--- config.mk ---
export PLATFORM = sky130hd
export DESIGN_NAME = binary_to_bcd_iterative
export DESIGN_NICKNAME = d
export VERILOG_FILES = /design/src/rtl/bcd_pkg.sv /design/src/rtl/bcd_digit_adjust.sv /design/src/rtl/binary_to_bcd_iterative.sv
export SDC_FILE = /design/constraint.sdc
export NUM_CORES = 1
export LEC_CHECK = 0
export BUFFER_PORTS_ARGS = -buffer_cell sky130_fd_sc_hd__buf_4
export CORE_AREA = 2 2 71 66
export DETAILED_ROUTE_END_ITERATION = 8
export DIE_AREA = 0 0 73 68
export GPL_TIMING_DRIVEN = 0
export HOLD_SLACK_MARGIN = 0.15
export PLACE_DENSITY = 0.72
export SLEW_MARGIN = 15
export SYNTH_ARGS = -nofsm -noshare
export SYNTH_HDL_FRONTEND = slang
export SYNTH_HIERARCHICAL = 1
export SYNTH_SLANG_ARGS = --single-unit
export TNS_END_PERCENT = 20
--- constraint.sdc ---
create_clock -name clock -period 2.35 [get_ports clock]
set_input_delay 0.1175 -clock clock [delete_from_list [all_inputs] [get_ports clock]]
set_output_delay 0.1175 -clock clock [all_outputs]
set_load 0.005 [all_outputs]
--- src/rtl/bcd_pkg.sv ---
`default_nettype none
// ============================================================================
//  Module : bcd_pkg
//  Brief  : Shared types and constants for the iterative binary-to-BCD
//           converter: FSM state encoding, BCD digit width and a power-of-ten
//           helper used for the overflow limit.
//  Rev    : 1.0  initial release
// ============================================================================
package bcd_pkg;

  // Width of one packed BCD digit.
  localparam int BCD_DIGIT_W = 4;

  // Converter control states.
  typedef enum logic [1:0] {
    IDLE  = 2'd0,
    SHIFT = 2'd1,
    DONE  = 2'd2
  } state_t;

  // 10^n as a 64-bit constant; 10^10 still fits comfortably.
  function automatic logic [63:0] pow10(input int n);
    logic [63:0] p;
    p = 64'd1;
    for (int i = 0; i < n; i++) begin
      p = p * 64'd10;
    end
    return p;
  endfunction

endpackage
`default_nettype wire

--- src/rtl/bcd_digit_adjust.sv ---
`default_nettype none
// ============================================================================
//  Module : bcd_digit_adjust
//  Brief  : Double-dabble correction for a single BCD digit: digits above 4
//           get 3 added so the following left shift carries correctly.
//  Rev    : 1.0  initial release
// ============================================================================
module bcd_digit_adjust
  import bcd_pkg::*;
(
  input  logic [BCD_DIGIT_W-1:0] digit_in,
  output logic [BCD_DIGIT_W-1:0] digit_out
);

  // Add-3 correction when the digit would reach 10 or more after doubling.
  always_comb begin
    digit_out = digit_in;
    if (digit_in > 4'd4) begin
      digit_out = digit_in + 4'd3;
    end
  end

endmodule
`default_nettype wire

--- src/rtl/binary_to_bcd_iterative.sv ---
`default_nettype none
// ============================================================================
//  Module : binary_to_bcd_iterative
//  Brief  : Sequential shift-and-add-3 binary to packed BCD converter with
//           leading-zero blank mask and overflow flag. One input bit is
//           consumed per clock.
//  Rev    : 1.0  initial release
// ============================================================================
module binary_to_bcd_iterative
  import bcd_pkg::*;
#(
  parameter int BIN_WIDTH = 8,
  parameter int DIGITS    = 3
)(
  input  logic                            clock,
  input  logic                            reset,
  input  logic                            start,
  input  logic [BIN_WIDTH-1:0]            bin,
  output logic                            busy,
  output logic                            done,
  output logic [BCD_DIGIT_W*DIGITS-1:0]   bcd,
  output logic [DIGITS-1:0]               blank,
  output logic                            overflow
);

  localparam int                SCR_W     = BCD_DIGIT_W * DIGITS;
  localparam int                CNT_W     = $clog2(BIN_WIDTH + 1);
  localparam logic [63:0]       LIMIT     = pow10(DIGITS);
  // Every digit except digit 0 is a leading zero when the value is zero.
  localparam logic [DIGITS-1:0] BLANK_RST = {DIGITS{1'b1}} << 1;

  generate
    if (BIN_WIDTH < 1 || BIN_WIDTH > 32 || DIGITS < 1 || DIGITS > 10) begin : g_param_check
      $error("binary_to_bcd_iterative: BIN_WIDTH must be 1..32 and DIGITS 1..10");
    end
  endgenerate

  state_t                 state;
  state_t                 state_next;
  logic [BIN_WIDTH-1:0]   shreg;
  logic [SCR_W-1:0]       scratch;
  logic [SCR_W-1:0]       scratch_adj;
  logic [CNT_W-1:0]       count;
  logic                   ovf_pending;
  logic [DIGITS-1:0]      blank_next;

  // One add-3 corrector per scratch digit.
  for (genvar g = 0; g < DIGITS; g++) begin : g_digit_adjust
    bcd_digit_adjust u_adjust (
      .digit_in  (scratch[g*BCD_DIGIT_W +: BCD_DIGIT_W]),
      .digit_out (scratch_adj[g*BCD_DIGIT_W +: BCD_DIGIT_W])
    );
  end

  // FSM state register.
  always_ff @(posedge clock or posedge reset) begin
    if (reset) begin
      state <= IDLE;
    end else begin
      state <= state_next;
    end
  end

  // Next-state logic and status outputs. SHIFT keeps going one cycle after the
  // last shift (count at zero) so DONE is entered with a settled scratch value.
  always_comb begin
    state_next = state;
    busy       = 1'b0;
    done       = 1'b0;
    case (state)
      IDLE: begin
        if (start) begin
          state_next = SHIFT;
        end
      end
      SHIFT: begin
        busy = 1'b1;
        if (count == '0) begin
          state_next = DONE;
        end
      end
      DONE: begin
        busy       = 1'b1;
        done       = 1'b1;
        state_next = IDLE;
      end
      default: begin
        state_next = IDLE;
      end
    endcase
  end

  // Datapath: capture operand on accepted start, then one double-dabble step per cycle.
  always_ff @(posedge clock or posedge reset) begin
    if (reset) begin
      shreg       <= '0;
      scratch     <= '0;
      count       <= '0;
      ovf_pending <= 1'b0;
    end else begin
      case (state)
        IDLE: begin
          if (start) begin
            shreg       <= bin;
            scratch     <= '0;
            count       <= CNT_W'(BIN_WIDTH);
            ovf_pending <= (64'(bin) >= LIMIT);
          end
        end
        SHIFT: begin
          if (count != '0) begin
            // Carries out of the top digit are dropped: result is value mod 10^DIGITS.
            scratch <= {scratch_adj[SCR_W-2:0], shreg[BIN_WIDTH-1]};
            shreg   <= shreg << 1;
            count   <= count - CNT_W'(1);
          end
        end
        default: begin
        end
      endcase
    end
  end

  // Leading-zero mask: digit i blanks when it and every digit above it are zero.
  always_comb begin
    logic upper_zero;
    upper_zero = 1'b1;
    blank_next = '0;
    for (int i = DIGITS - 1; i >= 1; i--) begin
      upper_zero    = upper_zero & (scratch[i*BCD_DIGIT_W +: BCD_DIGIT_W] == '0);
      blank_next[i] = upper_zero;
    end
  end

  // Result registers update together on entry to DONE and hold otherwise.
  always_ff @(posedge clock or posedge reset) begin
    if (reset) begin
      bcd      <= '0;
      blank    <= BLANK_RST;
      overflow <= 1'b0;
    end else if (state == SHIFT && state_next == DONE) begin
      bcd      <= scratch;
      blank    <= blank_next;
      overflow <= ovf_pending;
    end
  end

endmodule
`default_nettype wire
==> qor.csv, run 1 <==
metric;value;unit
Critical Path Start;count[0]$_DFFE_PP0P_;
critical-path cell list;inv_1 > ha_1 > nor3b_1 > o211ai_2 > buf_2 > mux2_2;
Clock Pin Slew Worst Setup and Hold Paths;0.07;ns
setup TNS;0;ns
CTS max path bufs;2;
Slew Limit Fails;0;
Routed wire per std cell;12.8;um
Post-DRT Antenna Nets;0;
Layout Skew;0.00487;ns
largest net degree at the start of global routing;25;
first-pass GRT wire length;6.69;mm
routed vias/inst;5.14;
Tmin final;2.01;ns
Avg Cell Area, Syn;10.4;sq um
Worst EP arrival;2.19;ns
final wirelength;3.97;mm
CP required;2.53;ns
critical path class;flip-flop to flip-flop;
CP max stage delay;0.39;ns
pwr/cell area;1110;nW/um^2
final setup violation count;0;
Reg power frac;35.2;%
Worst-Skew Late Latency;0.29;ns
Switching Share;38.1;%
RSZ-0062 raised after global routing;false;
vias in the first global route;1452;
status;finished, final reports clean;
Lkg Pwr;1.31;nW
Period Utilization, post-route;85.7;%
Layout area overhead;20.9;%
MaxCap Viol Count;0;
Buf+Inv Stages, Crit Path;2;
CTS buffer count;5;
cells after synthesis;215;
number of remaining DRC errors;0;
routability cong.;0.816;
Worst path slowest cell;dfrtp_1;
DIE AREA;4960;sq um
nets;281;
FP Rows;23;
Die Span X;73;um
initial antenna violation count;0;
I/O Buffers;26;
starting DRC count in detailed routing;67;
gr ovfl total;0;
Initial Util;52.3;%
relative slew slack;64.7;%
TritonCTS clock tree;done;
layout cells sized above 1;31.9;%
cell total after placement;293;
Tot GR Track Use;17.9;%
hold path start;bin[0];
cell internal pwr;1.86;mW
final hold vios;0;
worst vdd ir;0.618;mV
Cell Area, Placed;2530;sq um
switching power;1.15;mW
area of the core;4290;sq um
Initial DRT Pass Iterations;4;
Synth Warn #;6;
DPL Wire Length;2.85;mm
Clk pwr share;15.8;%
design area;2710;sq um
non-filler cells, final;310;
combinational group share of total power;49.0;%
Root Driver;clkbuf_8;
Hold Crit Class;input pin to flip-flop;
reg2reg start;count[0]$_DFFE_PP0P_;
synthesized area;2240;sq um
measured slew at the worst slew-check pin;0.530;ns
Vias;1594;
CP top delay family;buffers and inverters;
worst-path fanout max;10;
CP startpoint kind;flip-flop;
max frequency;0.497;GHz
I/O Pins;29;
crit end category;flip-flop;
H-tree Lvls;2;
clk sinks;40;
ANT cells;0;
die height;68;um
==> what timing repair did <==
action                                 CTS  global route
resized for setup                        0             0
endpoints found under the hold margin   48             0
hold buffers                             9             0
buffers inserted                         0             0
==> power by group through the flow <==
stage | Clock [mW] | Sequential [mW] | Combinational (mW)
floorplan | 0 | 1.04 | 1.11
global placement | 0 | 1.07 | 1.45
detailed placement | 0 | 1.07 | 1.48
CTS | 0.487 | 1.06 | 1.49
global route | 0.513 | 1.08 | 1.64
finish | 0.476 | 1.06 | 1.47
==> metal layers <==
metal / global-route usage (%) / share of wire [%] / routed length, um / up-vias
met3: 5.30 / 2.9 / 115 / 6
li1: - / - / - / 816
met5: 0 / 0 / 0 / -
met2: 27.9 / 46 / 1810 / 19
met4: 6.25 / 1.6 / 64 / 0
met1: 23.8 / 50 / 1980 / 753
==> cells in the final DEF (no fill, tap or decap), types with 6 or more instances in the layout <==
master	count
nand2_1	35
mux2_2	13
o21ai_2	19
o21ai_0	14
ha_1	11
buf_4	29
dfrtp_1	38
inv_1	15
nor2b_1	6
mux2i_1	11
dlygate4sd3_1	9
clkbuf_8	6
==> final timing paths <==
kind	to	slack, ns	cells past startpoint
setup / recovery	bcd[1]$_DFFE_PP0P_	0.34	6
hold / removal	shreg[0]$_DFFE_PP0P_	0.24	4
setup reg to reg	bcd[1]$_DFFE_PP0P_	0.34	6
hold reg to reg	shreg[7]$_DFFE_PP0P_	0.48	2
max in group asynchronous	scratch[1]$_DFFE_PP0P_	1.54	4
min in group asynchronous	bcd[9]$_DFFE_PP0P_	0.37	3
==> tightest hold or removal path, delay by kind of cell <==
family                 cells  cell delay (ns)
buffers and inverters      1             0.07
and+or+nand+nor            1             0.14
AOI/OAI and AO/OA          2             0.16
==> sequential cells by signal, indices dropped and copies added, names as in the netlist <==
signal / count
bcd: 12
scratch: 12
state: 2
blank: 2
count: 4
shreg: 8
==> through the flow <==
stage / setup slack [ns] / utilization (%) / hold WS, ns / power, mW
2_1_floorplan: 0.515 / - / 0.296 / 2.15
3_5_place_dp: 0.321 / 59.1 / 0.137 / 2.55
4_1_cts: 0.312 / 63.3 / 0.241 / 3.04
3_3_place_gp: 0.342 / 58.4 / 0.392 / 2.52
5_1_grt: 0.193 / 63.3 / 0.295 / 3.24
6_report: 0.336 / 63.3 / 0.240 / 3.01
==> area by class of cell <==
class / instances / area [sq um]
Buffer: 11 / 109
Clock buffer: 8 / 90.1
Fill cell: 363 / 1580
Inverter: 16 / 60.1
Multi-Input combinational cell: 149 / 1070
Sequential cell: 40 / 1000
Tap cell: 50 / 62.6
Timing Repair Buffer: 36 / 313
(Power assumes the default switching activity.)
==> inputs of run 2 (changes only) <==
Settings changed: CORE_AREA 2 2 71 66 to 2 2 83 77, DIE_AREA 0 0 73 68 to 0 0 85 79, PLACE_DENSITY 0.72 to 0.54.
Clock period 2.35 ns to 1.95 ns, I/O delays scaled along.
==> run 2 against run 1 <==
Net effect:
- first-iteration DRC count down 4.5%
- register-to-register slack worse by 0.28 ns
- design area up 2.4%
- sequential power up 20%
- final cell count up 7.7%
- non-clock buffer count up 2
- die area up 35%
- sequential cell count unchanged
- core utilization down 16 points
- total power up 26%
- maximum frequency up 6.4%
- largest cell class unchanged
- largest power group unchanged
- highest routed layer unchanged
==> qor.csv, run 2 (synthesis results as in run 1) <==
metric;value;unit
DPL Wire Length;2.98;mm
hold path start;bin[0];
clk sinks;40;
Root Driver;clkbuf_8;
Layout area overhead;23.9;%
Clock Pin Slew Worst Setup and Hold Paths;0.08;ns
worst vdd ir;0.767;mV
Worst EP arrival;2.08;ns
CP required;2.14;ns
Period Utilization, post-route;97.1;%
I/O Buffers;26;
non-filler cells, final;334;
worst-path fanout max;10;
R2R setup slack;0.06;ns
nets;283;
ANT cells;0;
FP Rows;27;
initial antenna violation count;0;
Initial Util;37.9;%
vias in the first global route;1589;
I/O Pins;29;
Cell Area, Placed;2550;sq um
pwr/cell area;1360;nW/um^2
final wirelength;4.31;mm
area of the core;5910;sq um
final hold vios;0;
Post-DRT Antenna Nets;0;
hold slack;0.235;ns
RSZ-0062 raised after global routing;false;
TritonCTS clock tree;done;
Worst path slowest cell;dfrtp_1;
Tmin final;1.89;ns
critical path class;flip-flop to flip-flop;
cell total after placement;315;
routed vias/inst;4.85;
starting DRC count in detailed routing;64;
number of remaining DRC errors;0;
layout cells sized above 1;34.0;%
Initial DRT Pass Iterations;4;
Vias;1621;
Tot GR Track Use;14.1;%
Lkg Pwr;1.33;nW
Worst Hold Depth;4;
first-pass GRT wire length;7.60;mm
DIE AREA;6720;sq um
MaxCap Viol Count;0;
final setup violation count;0;
total power;3.79;mW
Slew Limit Fails;0;
measured slew at the worst slew-check pin;0.572;ns
crit end category;flip-flop;
relative slew slack;61.9;%
Worst-Skew Late Latency;0.30;ns
end of the worst register-to-register path;scratch[0]$_DFFE_PP0P_;
Layout Skew;0.00900;ns
CP max stage delay;0.43;ns
H-tree Lvls;2;
CP startpoint kind;flip-flop;
CP top delay family;simple AND/OR/NAND/NOR gates;
Die Span X;85;um
gr ovfl total;0;
top flop regs;bcd: 12 flops, scratch: 12 flops, shreg: 8 flops;
CTS max path bufs;2;
Hold Crit Class;input pin to flip-flop;
critical-path cell list;ha_2 > buf_6 > and4bb_4 > or3_4 > buf_6 > buf_6 > nand2_1 > o21ai_2;
hold endpoint;shreg[0]$_DFFE_PP0P_;
Routed wire per std cell;12.9;um
CTS buffer count;5;
commonest cells after routing, fill and taps aside;dfrtp_1 (38), nand2_1 (35), buf_4 (31);
commonest non-fill, non-tap cell in the layout;dfrtp_1;
R2R cell count;8;
die height;79;um
max frequency;0.528;GHz
Buf+Inv Stages, Crit Path;3;
design area;2780;sq um
cell mode on critical path;buf_6;
routability cong.;0.769;
largest net degree at the start of global routing;24;
status;finished, final reports clean;
reg2reg start;state[0]$_DFF_PP0_;
[run 2: cell types whose count changed in the layout (fill, tap and decap cells not counted), sizes merged]
| cell | previous run | this run |
|---|---|---|
| buf | 37 | 39 |
| clkbuf | 9 | 7 |
| clkinv | 0 | 1 |
| bufinv | 0 | 1 |
[run 2: worst reg2reg max path, cell delays in order, from the launching register on]
cell and delay (ns):
dfrtp_1 0.43, ha_2 0.20, buf_6 0.14, and4bb_4 0.22
or3_4 0.38, buf_6 0.15, buf_6 0.14, nand2_1 0.08
o21ai_2 0.05
[run 2: metrics by stage]
step / setup TNS (ns) / util (%) / setup WS (ns)
after floorplan: 0 / - / 0.115
after global placement: -0.579 / 42.8 / -0.0774
after detailed placement: -0.637 / 43.2 / -0.0834
after CTS: 0 / 46.9 / 0.0197
after global routing: 0 / 47.0 / 0.000353
final: 0 / 47.0 / 0.0566
[run 2: area by class of cell]
| type | count | area, sq um |
|---|---|---|
| fillers | 572 | 3130 |
| repair buffers | 38 | 320 |
| flip-flops and latches | 40 | 1000 |
| well taps | 72 | 90.1 |
| clock buffers | 6 | 72.6 |
| clock inverters | 2 | 35.0 |
| inverters | 16 | 60.1 |
| plain buffers | 11 | 115 |
| multi-input cells | 149 | 1080 |
[run 2: metal layers]
metal  GRT usage (%)  vias up  share of wire (%)
li1                -      822                  -
met1            18.8      766                 51
met2            22.3       25                 44
met3            2.81        8                3.2
met4            6.51        0                1.6
met5               0        -                  0
[run 2: what timing repair did]
action	in CTS	in global routing
buffers inserted	2	0
setup endpoints to repair	29	22
hold endpoints to repair	40	0
resized for setup	2	3
hold buffers	9	0
pin swaps	1	0
[run 2: worst max path at each step]
stage / from / endpoint / cells past startpoint
after floorplan: state[0]$_DFF_PP0_ / scratch[4]$_DFFE_PP0P_ / 8
after global placement: count[0]$_DFFE_PP0P_ / bcd[3]$_DFFE_PP0P_ / 6
after detailed placement: count[0]$_DFFE_PP0P_ / bcd[2]$_DFFE_PP0P_ / 6
after CTS: state[0]$_DFF_PP0_ / scratch[0]$_DFFE_PP0P_ / 8
after global routing: state[0]$_DFF_PP0_ / scratch[0]$_DFFE_PP0P_ / 8
final: state[0]$_DFF_PP0_ / scratch[0]$_DFFE_PP0P_ / 8
[run 2: power by group]
part	leakage, nW	internal [mW]	total (mW)	switching, mW
logic	0.747	0.893	1.83	0.938
registers	0.528	1.09	1.27	0.184
clock network	0.0552	0.380	0.681	0.301
==> inputs of run 3 (changes only) <==
Settings changed: RECOVER_POWER set to 50.
==> run 3 against run 2 <==
Net effect:
- worst hold slack about the same
- largest cell class unchanged
- combinational power about the same
- critical endpoint unchanged
- global-route usage unchanged
==> qor.csv, run 3 (synthesis results as in run 1) <==
metric;value;unit
status;finished, final reports clean;
relative slew slack;55.3;%
CP startpoint kind;flip-flop;
final setup violation count;0;
FP Rows;27;
DIE AREA;6720;sq um
Post-DRT Antenna Nets;0;
Root Driver;clkbuf_8;
Worst path slowest cell;dfrtp_1;
H-tree Lvls;2;
area of the core;5910;sq um
Worst-Skew Late Latency;0.30;ns
Initial DRT Pass Iterations;4;
vias in the first global route;1589;
CP max stage delay;0.43;ns
Routed wire per std cell;12.9;um
Lkg Pwr;1.32;nW
Hold Crit Class;input pin to flip-flop;
CP required;2.14;ns
CTS buffer count;5;
number of remaining DRC errors;0;
commonest non-fill, non-tap cell in the layout;dfrtp_1;
Slew Limit Fails;0;
ANT cells;0;
I/O Pins;29;
Clock Pin Slew Worst Setup and Hold Paths;0.08;ns
RSZ-0062 raised after global routing;false;
critical-path cell list;ha_2 > buf_6 > and4bb_4 > or3_4 > buf_6 > buf_6 > nand2_1 > o21ai_2;
final wirelength;4.31;mm
worst-path fanout max;10;
non-filler cells, final;334;
Layout Skew;0.00870;ns
critical path class;flip-flop to flip-flop;
gr ovfl total;0;
routability cong.;0.769;
DPL Wire Length;2.98;mm
CTS max path bufs;2;
TritonCTS clock tree;done;
cell mode on critical path;buf_6;
clk sinks;40;
Layout area overhead;23.2;%
initial antenna violation count;0;
measured slew at the worst slew-check pin;0.670;ns
final hold vios;0;
routed vias/inst;4.86;
Vias;1623;
first-pass GRT wire length;7.60;mm
final core utilization;46.8;%
total power;3.78;mW
commonest cells after routing, fill and taps aside;dfrtp_1 (38), nand2_1 (35), buf_4 (25);
largest net degree at the start of global routing;24;
Tot GR Track Use;14.1;%
crit end category;flip-flop;
design area;2760;sq um
Cell Area, Placed;2550;sq um
starting DRC count in detailed routing;64;
I/O Buffers;26;
pwr/cell area;1370;nW/um^2
CP top delay family;simple AND/OR/NAND/NOR gates;
top flop regs;bcd: 12 flops, scratch: 12 flops, shreg: 8 flops;
MaxCap Viol Count;0;
Period Utilization, post-route;97.1;%
Worst EP arrival;2.08;ns
worst vdd ir;0.767;mV
# fillers;574;
Die Span X;85;um
die height;79;um
Buf+Inv Stages, Crit Path;3;
nets;283;
max frequency;0.528;GHz
cell total after placement;315;
Tmin final;1.89;ns
layout cells sized above 1;33.6;%
Initial Util;37.9;%
setup TNS;0;ns
[run 3: path summary, 6_finish.rpt]
| path | end | slack [ns] | from | cells past startpoint |
|---|---|---|---|---|
| hold / removal | shreg[0]$_DFFE_PP0P_ | 0.24 | bin[0] | 4 |
| setup / recovery | scratch[0]$_DFFE_PP0P_ | 0.06 | state[0]$_DFF_PP0_ | 8 |
| max in group asynchronous | count[1]$_DFFE_PP0P_ | 0.48 | reset | 4 |
| hold reg to reg | blank[1]$_DFFE_PP1P_ | 0.48 | blank[1]$_DFFE_PP1P_ | 2 |
| setup reg to reg | scratch[0]$_DFFE_PP0P_ | 0.06 | state[0]$_DFF_PP0_ | 8 |
| min in group asynchronous | bcd[11]$_DFFE_PP0P_ | 0.46 | reset | 3 |
[run 3: layout make-up]
class                           count  area, sq um  area share, %
Clock inverter                      2         35.0           1.27
Timing Repair Buffer               38          305           11.0
Sequential cell                    40         1000           36.3
Tap cell                           72         90.1           3.26
Clock buffer                        6         72.6           2.63
Multi-Input combinational cell    149         1080           39.2
Buffer                             11          115           4.16
Inverter                           16         60.1           2.17
[run 3: timing repair]
item | CTS | global route
pin swaps | 1 | 0
gates resized for setup | 2 | 3
buffers inserted | 2 | 0
endpoints found under the setup margin | 29 | 22
hold endpoints to repair | 40 | 0
hold buffers | 9 | 0
[run 3: where the power goes]
part / total [mW] / internal (mW) / leakage, nW / switching (mW)
Combinational: 1.82 / 0.888 / 0.740 / 0.937
Clock: 0.681 / 0.380 / 0.0552 / 0.301
Sequential: 1.27 / 1.09 / 0.528 / 0.183
[run 3: per-layer routing]
metal | wire (um) | track usage (%) | up-vias
li1 | - | - | 823
met1 | 2210 | 18.8 | 767
met2 | 1900 | 22.3 | 25
met3 | 133 | 2.81 | 8
met4 | 70 | 6.51 | 0
met5 | 0 | 0 | -
[run 3: worst reg2reg max path: stages, from the launching register on]
cell	delay, ns
dfrtp_1	0.43
ha_2	0.20
buf_6	0.14
and4bb_4	0.22
or3_4	0.38
buf_6	0.15
buf_6	0.14
nand2_1	0.08
o21ai_2	0.05
[run 3: stage by stage]
step           setup slack (ns)  hold WS (ns)
6_report                 0.0571         0.235
5_1_grt                0.000353         0.297
4_1_cts                  0.0197         0.245
3_5_place_dp            -0.0834         0.125
2_1_floorplan             0.115         0.276
3_3_place_gp            -0.0774         0.375
